<file path="src/rtl/register_file_pkg.sv">
// Shared sizing and types for the SIWO general-purpose register file.
package register_file_pkg;

    localparam int REG_WIDTH  = 4;
    localparam int DATA_WIDTH = 8;

    typedef logic [REG_WIDTH-1:0]  reg_addr_t;
    typedef logic [DATA_WIDTH-1:0] data_t;

endpackage : register_file_pkg

</file>
<file path="src/rtl/register_file_read_port.sv">
// One asynchronous read port of the SIWO register file: a combinational
// mux from the register array to a single output.
// Optional build macro: SIWO_ZERO_REG_EN (address 0 always reads 0).
module register_file_read_port
    import register_file_pkg::*;
#(
    parameter int REG_WIDTH  = register_file_pkg::REG_WIDTH,
    parameter int DATA_WIDTH = register_file_pkg::DATA_WIDTH
) (
    input  logic [DATA_WIDTH-1:0] regs [2**REG_WIDTH],
    input  logic [REG_WIDTH-1:0]  addr,
    output logic [DATA_WIDTH-1:0] value
);

    // Select the addressed register; register 0 is forced to zero when hardwired.
    always_comb begin
        value = regs[addr];
`ifdef SIWO_ZERO_REG_EN
        if (addr == '0) begin
            value = '0;
        end
`endif
    end

endmodule : register_file_read_port

</file>
<file path="src/rtl/register_file.sv">
// SIWO general-purpose register file: two combinational read ports
// (ALU operands A and B) and one synchronous writeback port.
// Optional build macro: SIWO_ZERO_REG_EN (register 0 hardwired to zero,
// writes to address 0 discarded).
module register_file
    import register_file_pkg::*;
#(
    parameter int REG_WIDTH  = register_file_pkg::REG_WIDTH,
    parameter int DATA_WIDTH = register_file_pkg::DATA_WIDTH
) (
    input  logic                  _CLK,
    input  logic                  _RESET,
    input  logic                  _regWrite,
    input  logic [REG_WIDTH-1:0]  _regSrcA,
    input  logic [REG_WIDTH-1:0]  _regSrcB,
    input  logic [REG_WIDTH-1:0]  _regDest,
    input  logic [DATA_WIDTH-1:0] _writeVal,
    output logic [DATA_WIDTH-1:0] valueA,
    output logic [DATA_WIDTH-1:0] valueB
);

    localparam int unsigned DEPTH = 2**REG_WIDTH;

    logic [DATA_WIDTH-1:0] regs [DEPTH];
    logic                  writeEn;

    // Qualify the write enable; address 0 is not writable when hardwired.
    always_comb begin
`ifdef SIWO_ZERO_REG_EN
        writeEn = _regWrite && (_regDest != '0);
`else
        writeEn = _regWrite;
`endif
    end

    // Storage: reset clears every register and wins over a same-edge write.
    always_ff @(posedge _CLK) begin
        if (_RESET) begin
            for (int unsigned i = 0; i < DEPTH; i++) begin
                regs[i] <= '0;
            end
        end else if (writeEn) begin
            regs[_regDest] <= _writeVal;
        end
    end

    register_file_read_port #(
        .REG_WIDTH  (REG_WIDTH),
        .DATA_WIDTH (DATA_WIDTH)
    ) readPortA (
        .regs  (regs),
        .addr  (_regSrcA),
        .value (valueA)
    );

    register_file_read_port #(
        .REG_WIDTH  (REG_WIDTH),
        .DATA_WIDTH (DATA_WIDTH)
    ) readPortB (
        .regs  (regs),
        .addr  (_regSrcB),
        .value (valueB)
    );

endmodule : register_file

</file>
<file path="config.mk">
export PLATFORM = sky130hd
export DESIGN_NAME = register_file
export DESIGN_NICKNAME = d
export VERILOG_FILES = /design/src/rtl/register_file_pkg.sv /design/src/rtl/register_file_read_port.sv /design/src/rtl/register_file.sv
export SDC_FILE = /design/constraint.sdc
export NUM_CORES = 1
export LEC_CHECK = 0
export ABC_CLOCK_PERIOD_IN_PS = 1600
export CAP_MARGIN = 10
export CORE_ASPECT_RATIO = 1.1
export CORE_MARGIN = 2
export CORE_UTILIZATION = 50
export DETAILED_ROUTE_END_ITERATION = 16
export PLACE_DENSITY_LB_ADDON = 0.05
export SLEW_MARGIN = 25
export SYNTH_ARGS = -nofsm -noshare
export SYNTH_HDL_FRONTEND = slang
export SYNTH_SLANG_ARGS = --single-unit
</file>
<file path="constraint.sdc">
create_clock -name _CLK -period 1.6 [get_ports _CLK]
set_clock_uncertainty 0.2 [all_clocks]
set_input_delay 0.24 -clock _CLK [delete_from_list [all_inputs] [get_ports _CLK]]
set_output_delay 0.24 -clock _CLK [all_outputs]
set_load 0.01 [all_outputs]
</file>
Word-level counts from Yosys, hierarchy flattened --
Index checks and enable logic that the tools add are counted.
Storage, ports and cells: register bits after elaboration 128, bits in read-only memories 0, memories kept 0, logic and storage cells 33, latch bits 0, input bits 23, RAM bits 0
Operators by class: multiply operators 0, add/sub/neg operators 0, order comparisons 4, multiplexer cells 9, bitwise operators 3, reduce and logical (&&, ||, !) cells 1, shift operators 0, div/mod/pow operators 0, eq/ne operators 0
Operators with widths (number):
- $bwmux 128 | 1
- $bmux 8 s4 | 2
- $mux 8 | 5
- $demux 8 s4 | 1
- $ge 5x5->1 const B | 3
- $not 4->5 | 3
- $lt 5x1->1 const B | 1
- $logic_and 1x1->1 | 1

Depth between registers and ports, before layout --
Gate-level depths: netlist of run 1.
depth after elaboration 6, gate-level depth with buffers 6, depth with buffers taken out 3

Hierarchy --
Synthesis of run 1 repeated with hierarchy kept, for this count alone.
Unflattened totals: cells, all modules 596, area total of the unflattened synthesis 7170.6 sq um
Modules (own cells, without submodules):
- register_file | cells an instance 456, area an instance 5103.6 sq um, times used 1, sequential area each 2562.5 sq um
- register_file_read_port | cells an instance 70, area an instance 1033.5 sq um, times used 2, sequential area each 0.0 sq um

Worst setup path before layout of run 1 --
Ideal clock, no wire load.
path type input to output, start input _regSrcB[1], end output valueB[0], cell stages on the path 6, buffers on the path 3, slack -202 ps, arrival 1362 ps, path through buf_2 buf_6 buf_2 mux4_2 a22oi_1 nand2_1
On the way: cells in the longest elaborated chain, start to end 4
RTL lines:
- start: declaration | line register_file.sv:15 | input logic [REG_WIDTH-1:0] _regSrcB,
- $not 4->5 (implied by the code) | line register_file_read_port.sv:17 | value = regs[addr];
- $bmux 8 s4 | line register_file_read_port.sv:17
- $mux 8 (implied by the code) (2 in a row) | line register_file_read_port.sv:17
- end: declaration | line register_file.sv:19 | output logic [DATA_WIDTH-1:0] valueB
No other way between the ends. The select of a mux whose other input is x is not followed.

Worst setup path in the final report of run 1 --
start register regs[36] in the netlist's numbering, end output valueA[4]
On the way: cells in the longest elaborated chain, start to end 3
RTL lines:
- start: declaration | line register_file.sv:24 | logic [DATA_WIDTH-1:0] regs [DEPTH];
- start signal: indexed assignment | line register_file.sv:43 | regs[_regDest] <= _writeVal;
- $bmux 8 s4 | line register_file_read_port.sv:17
- $mux 8 (implied by the code) (2 in a row) | line register_file_read_port.sv:17
- end: declaration | line register_file.sv:18 | output logic [DATA_WIDTH-1:0] valueA,
No other way between the ends. The select of a mux whose other input is x is not followed.

==> metrics.csv, run 1 <==
stage;metric;value;unit
cts;Worst-path clk slew;0.06;ns
detailed_routing;drt wl/cell;25.03;µm
place;dpl hpwl;15710;µm
run_status;failing checks;setup timing;
pwr;Leakage Power;3.097;nW
hold_path;Hold WC Path Type;reg -> reg;
cts;TritonCTS Buffers;17;
pwr;P per Cell Area;949.6;nW/µm²
cts;Num Clock Sinks;128;
global_routing;vias in the first global route;6745;
timing;minimum clock period;2.183;ns
global_routing;gr usage total;34.75;%
run_status;status;finished with violations;
synthesis;Syn Nets;784;
timing;worst hold margin;0.2894;ns
detailed_routing;vias per inst;6.854;
layout;nets@finish;829;
synthesis;Mapped Cells;761;
timing;setup ws final;-0.5830;ns
synthesis;synthesis-stage register bit count;128;
synthesis;Compound-Gate Fraction of Synth Area;21.68;%
cts;Skew-Pair Late Insertion Delay;0.42;ns
synthesis;largest family of logic cells by synthesized area;compound AO/OA/AOI/OAI gates;
global_routing;GRT overflow;0;
timing;RSZ-0062 raised after global routing;true;
global_routing;first-pass GRT wire length;38490;µm
floorplan;core area;13740;µm²
setup_path;crit path launch type;register;
setup_path;Setup CP Type;reg -> out;
floorplan;# IOs;39;
synthesis;Synth Area in Simple Gates;13.37;%
timing;fin crit share;136.4;%
layout;Synth-to-Final Area Change;26.94;%
pwr;Peak supply drop;0.0008550;V
synthesis;sequential area share after synthesis;36.51;%
layout;fin util;64.85;%
timing;Rel. slew slack;62.06;%
global_routing;initial antenna violation count;0;
timing;Tightest Pin Transition;0.5685;ns
floorplan;die area;15000;µm²
floorplan;die width;117.0;µm
layout;Antenna Cells;0;
floorplan;die height;128.3;µm
timing;Final TNS setup;-8.498;ns
synthesis;Post-Syn Area;7018;µm²
detailed_routing;vias post-DR;6895;
synthesis;Syn Area/Cell;9.222;µm²
global_routing;largest net degree at the start of global routing;49;
detailed_routing;final wirelength;25180;µm
cts;H-tree lvl count;4;
detailed_routing;Final ANT Viol Nets;0;
place;Cell Area, Placed;8213;µm²
setup_path;Critical Path RT;1.16;ns
detailed_routing;First-pass DRT Iterations;5;
detailed_routing;drc violations;0;
setup_path;crit end category;primary output;
layout;final instance area;8909;µm²
floorplan;Initial Utilization;51.08;%
setup_path;CP arrival;1.74;ns
job;max-cap violations;0;
setup_path;Crit Path Max Fanout;3;
layout;biggest registers after layout;regs: 128 flops;
floorplan;Cell Rows;45;
timing;Final Hold Viols;0;
timing;Pins Over Slew Limit;0;
synthesis;Synth Area in XOR/XNOR;0;%
place;count of input and output buffers;38;
cts;clk root buf;clkbuf_16;
layout;max reg flops;128;
cts;Longest Clk Path Bufs;2;
layout;Top reg by flops;regs;
timing;final setup fails;16;
detailed_routing;Iter 0 DRT Violations;891;
place;RD Place Congestion;0.9033;
layout;share of post-route cells with drive strength above 1;30.56;%
layout;Layout fillers;1155;
synthesis;Yosys warnings;0;
cts;CTS tree;yes;
synthesis;Cell variety after synth;26;
timing;fmax;458.1;MHz
synthesis;multiplexer share of the synthesized area;20.86;%
synthesis;Adder-Cell Fraction of Synth Area;0;%
==> critical path, cell delays in order, from the launching register on <==
cell and delay, ns:
dfxtp_2 0.33, mux4_2 0.48, a22oi_2 0.27, nand2_1 0.09, buf_2 0.15
==> final timing paths <==
| path | from | endpoint | slack [ns] | depth (start not counted) |
|---|---|---|---|---|
| worst max-delay path | regs[36] | valueA[4] | -0.58 | 4 |
| worst min-delay path | regs[30] | regs[30] | 0.29 | 2 |
| worst max register to register | regs[62] | regs[62] | 0.65 | 2 |
| worst min register to register | regs[30] | regs[30] | 0.29 | 2 |
==> cell usage in the layout (no fill, tap or decap), drive strengths merged, types with 4 or more instances in the layout <==
| cell | Yosys | routed |
|---|---|---|
| dfxtp | 128 | 128 |
| bufinv | 0 | 4 |
| and3b | 4 | 4 |
| nand3 | 130 | 130 |
| clkinv | 0 | 7 |
| a21oi | 128 | 128 |
| mux4 | 64 | 64 |
| nand3b | 4 | 4 |
| a22oi | 32 | 32 |
| nand2 | 17 | 17 |
| nor2b | 6 | 6 |
| clkdlybuf4s50 | 0 | 12 |
| o21ai | 128 | 128 |
| dlymetal6s2s | 0 | 5 |
| clkbuf | 63 | 20 |
| buf | 42 | 112 |
==> routing by layer <==
| layer | vias to the layer above | part of all wire [%] | track usage, % |
|---|---|---|---|
| met5 | - | 0 | 0 |
| met1 | 3368 | 39 | 45.19 |
| met2 | 479 | 47 | 54.54 |
| met3 | 97 | 9.7 | 7.187 |
| met4 | 0 | 4.0 | 17.99 |
| li1 | 2951 | - | - |
==> cells by family (layout without fill, tap and decap cells) <==
group	count (synthesis)	after routing
AND/OR/NAND/NOR	176	177
AO/OA/AOI/OAI	288	288
flip-flops	128	128
buffers and inverters	105	161
multiplexers	64	64
==> cell type report <==
type                            count  area, µm²  share of cell area (%)
Tap cell                          188      235.2                   2.640
Clock inverter                     11      162.7                   1.826
Multi-Input combinational cell    529       4036                   45.31
Sequential cell                   128       2574                   28.89
Timing Repair Buffer              130       1444                   16.21
Clock buffer                       20      456.7                   5.126
==> power breakdown <==
part / internal (W) / switching [W] / total [W]
clock network: 0.00267 / 0.00145 / 0.00412
registers: 0.00323 / 0.0000308 / 0.00326
logic: 0.000457 / 0.000621 / 0.00108
==> what timing repair did <==
item / CTS / global route
endpoints found under the hold margin: 17 / 0
gates cloned: 0 / 1
gates resized for setup: 96 / 14
setup endpoints to repair: 16 / 62
pin swaps: 29 / 23
buffers inserted: 1 / 0
hold buffers: 1 / 0
==> Yosys cell counts <==
cell type,n,area (µm²)
nand3_1,130,650.6
a21oi_1,128,640.6
dfxtp_1,128,2562
o21ai_0,124,620.6
clkbuf_1,61,229.0
mux4_2,58,1306
a22oi_1,32,240.2
buf_2,26,130.1
nand2_1,17,63.81
buf_6,11,123.9
mux4_1,6,157.7
nor2b_1,6,37.54
and3b_1,4,35.03
nand3b_1,4,30.03
o21ai_1,4,20.02
and2_1,3,18.77
buf_1,3,11.26
nor2_1,3,11.26
and3_1,2,12.51
clkbuf_2,2,10.01
nand2b_1,2,12.51
nor3b_4,2,37.54
or3b_4,2,22.52
buf_12,1,20.02
buf_4,1,7.510
or2_2,1,6.260
==> per-stage QoR <==
stage / setup WS, ns / power [W] / instances
after CTS: -0.6060 / 0.008429 / 1005
after detailed placement: -0.9409 / 0.004355 / 974
final: -0.5830 / 0.008459 / 1006
after global routing: -0.6083 / 0.008664 / 1006
after floorplan: -0.08249 / 0.003872 / 761
after global placement: -0.9238 / 0.004337 / 974
Power figures use the tool's default switching activity.
==> inputs of run 2 (changes only) <==
--- a/config.mk
+++ b/config.mk
@@ -6,7 +6,7 @@
 export NUM_CORES = 1
 export LEC_CHECK = 0
 export ABC_CLOCK_PERIOD_IN_PS = 1600
-export CAP_MARGIN = 10
+export CAP_MARGIN = 25
 export CORE_ASPECT_RATIO = 1.1
 export CORE_MARGIN = 2
 export CORE_UTILIZATION = 50
==> results of run 2 <==
No change in the layout: final DEF, timing and power equal those of run 1.
==> inputs of run 3 (changes only) <==
--- a/config.mk
+++ b/config.mk
@@ -10,8 +10,11 @@
 export CORE_ASPECT_RATIO = 1.1
 export CORE_MARGIN = 2
 export CORE_UTILIZATION = 50
+export CTS_CLUSTER_DIAMETER = 40
 export DETAILED_ROUTE_END_ITERATION = 16
+export GPL_ROUTABILITY_DRIVEN = 0
 export PLACE_DENSITY_LB_ADDON = 0.05
+export SKIP_CTS_REPAIR_TIMING = 1
 export SLEW_MARGIN = 25
 export SYNTH_ARGS = -nofsm -noshare
 export SYNTH_HDL_FRONTEND = slang
==> metrics.csv, run 3 (same netlist as run 1, synthesis figures left out) <==
stage;metric;value;unit;change
timing;Tightest Pin Transition;0.5476;ns;was 0.5685 ns
floorplan;die height;128.3;µm;unchanged
cts;H-tree lvl count;4;;unchanged
floorplan;die area;15000;µm²;unchanged
global_routing;first-pass GRT wire length;38220;µm;was 38490 µm
detailed_routing;drc violations;0;;unchanged
timing;fin crit share;137.6;%;was 136.4%
pwr;Clock power frac;48.7;%;about the same
run_status;status;finished with violations;;unchanged
layout;nets@finish;828;;was 829
cts;Num Clock Sinks;128;;unchanged
floorplan;# IOs;39;;unchanged
layout;share of post-route cells with drive strength above 1;30.48;%;was 30.56%
cts;Worst-path clk slew;0.06;ns;about the same
detailed_routing;vias per inst;6.865;;was 6.854
cts;TritonCTS Buffers;17;;unchanged
timing;worst hold margin;0.2883;ns;was 0.2894 ns
setup_path;worst reg2reg path endpoint;regs[62];;unchanged
hold_path;Hold WC Path Type;reg -> reg;;unchanged
layout;biggest registers after layout;regs: 128 flops;;unchanged
global_routing;initial antenna violation count;0;;unchanged
floorplan;Cell Rows;45;;unchanged
detailed_routing;Final ANT Viol Nets;0;;unchanged
setup_path;Setup CP Type;reg -> out;;unchanged
setup_path;Critical Path RT;1.16;ns;about the same
place;dpl hpwl;15710;µm;unchanged
cts;CTS tree;yes;;unchanged
layout;Synth-to-Final Area Change;26.65;%;was 26.94%
run_status;failing checks;setup timing;;unchanged
pwr;Psw;0.002092;W;was 0.002104 W
setup_path;Cell Chain, Critical Path;mux4_2, a22oi_2, nand2_1, clkbuf_2;;was mux4_2, a22oi_2, nand2_1, buf_2
cts;clk root buf;clkbuf_16;;unchanged
setup_path;crit end category;primary output;;unchanged
layout;Top reg by flops;regs;;unchanged
pwr;Leakage Power;3.067;nW;was 3.097 nW
timing;Final Hold Viols;0;;unchanged
global_routing;largest net degree at the start of global routing;49;;unchanged
timing;fmax;454.2;MHz;was 458.1 MHz
setup_path;Crit. Startpoint;regs[36];;unchanged
pwr;switching part of the total;24.77;%;was 24.87%
layout;commonest non-fill, non-tap cell in the layout;nand3_1;;unchanged
pwr;Gate power share;12.7;%;was 12.8%
detailed_routing;Iter 0 DRT Violations;878;;was 891
pwr;Peak supply drop;0.0008599;V;was 0.0008550 V
setup_path;cells on worst reg2reg path;2;;unchanged
pwr;P per Cell Area;950.2;nW/µm²;was 949.6 nW/µm²
timing;Pins Over Slew Limit;0;;unchanged
setup_path;Crit Path Max Fanout;3;;unchanged
pwr;P_int;0.006354;W;was 0.006355 W
setup_path;reg-to-reg startpoint;regs[62];;unchanged
layout;max reg flops;128;;unchanged
global_routing;GRT overflow;0;;unchanged
setup_path;crit path capture;valueA[4];;unchanged
detailed_routing;vias post-DR;6899;;was 6895
cts;Skew-Pair Late Insertion Delay;0.43;ns;was 0.42 ns
place;placed insts;974;;unchanged
global_routing;gr usage total;34.40;%;was 34.75%
floorplan;die width;117.0;µm;unchanged
setup_path;Slowest-stage cell, CP;mux4_2;;unchanged
timing;RSZ-0062 raised after global routing;true;;unchanged
detailed_routing;final wirelength;24980;µm;was 25180 µm
setup_path;R2R setup slack;0.65;ns;about the same
pwr;Sequential Power Share;38.6;%;was 38.5%
floorplan;core area;13740;µm²;unchanged
place;DP Worst Slack;-0.9409;ns;unchanged
place;count of input and output buffers;38;;unchanged
timing;final setup fails;16;;unchanged
layout;Antenna Cells;0;;unchanged
setup_path;crit path launch type;register;;unchanged
timing;Rel. slew slack;63.45;%;was 62.06%
job;max-cap violations;0;;unchanged
setup_path;CP arrival;1.76;ns;was 1.74 ns
timing;setup ws final;-0.6019;ns;was -0.5830 ns
layout;fin util;64.70;%;was 64.85%
floorplan;Initial Utilization;51.08;%;unchanged
detailed_routing;First-pass DRT Iterations;5;;unchanged
timing;minimum clock period;2.202;ns;was 2.183 ns
global_routing;vias in the first global route;6683;;was 6745
layout;Cell Count, Final, Fillers Out;1005;;was 1006
detailed_routing;drt wl/cell;24.85;µm;was 25.03 µm
layout;most frequent cells in the layout;nand3_1 (130), a21oi_1 (128), o21ai_0 (122);;unchanged
setup_path;max incr delay on CP;0.48;ns;about the same
cts;Longest Clk Path Bufs;2;;unchanged
-- run 3: metal layers --
layer / wire length [µm] / global-route usage, % / vias up / share of wire [%]
met2: 11910 / 54.06 / 486 / 48
met5: 0 / 0 / - / 0
met3: 2477 / 7.092 / 101 / 9.9
met1: 9537 / 45.07 / 3363 / 38
li1: - / - / 2949 / -
met4: 1056 / 16.96 / 0 / 4.2
-- run 3: worst max-delay path, delay by kind of cell, from the launching register on --
kind | cells | cell delay (ns)
AND/OR/NAND/NOR | 1 | 0.10
flip-flops | 1 | 0.33
buffers and inverters | 1 | 0.14
AO/OA/AOI/OAI | 1 | 0.29
multiplexers | 1 | 0.48
-- run 3: area by class of cell --
| class | instances | area (µm²) |
|---|---|---|
| Multi-Input combinational cell | 529 | 4036 |
| Clock inverter | 11 | 162.7 |
| Tap cell | 188 | 235.2 |
| Clock buffer | 20 | 456.7 |
| Fill cell | 1162 | 4850 |
| Sequential cell | 128 | 2574 |
| Timing Repair Buffer | 129 | 1424 |
-- run 3: worst min path at each step --
| stage | from | endpoint | slack (ns) | depth (start not counted) |
|---|---|---|---|---|
| after floorplan | regs[109] | regs[109] | 0.26 | 2 |
| after global placement | regs[64] | regs[64] | 0.27 | 2 |
| after detailed placement | regs[30] | regs[30] | 0.28 | 2 |
| after CTS | _RESET | regs[72] | -0.02 | 2 |
| after global routing | regs[72] | regs[72] | 0.30 | 2 |
| final | regs[87] | regs[87] | 0.29 | 2 |
-- run 3: through the flow --
stage | total power, W | instance area [µm²] | TNS (ns)
after floorplan | 0.003872 | 7078 | -1.125
after global placement | 0.004337 | 8213 | -55.96
after detailed placement | 0.004355 | 8213 | -59.54
after CTS | 0.008416 | 8832 | -15.39
after global routing | 0.008666 | 8889 | -9.438
final | 0.008446 | 8889 | -8.739
-- run 3: power by group through the flow --
stage	Sequential [W]	Clock, W	Combinational [W]
after floorplan	0.00331	0	0.000557
after global placement	0.00332	0	0.00101
after detailed placement	0.00333	0	0.00103
after CTS	0.00326	0.00413	0.00103
after global routing	0.00326	0.00428	0.00112
final	0.00326	0.00411	0.00107
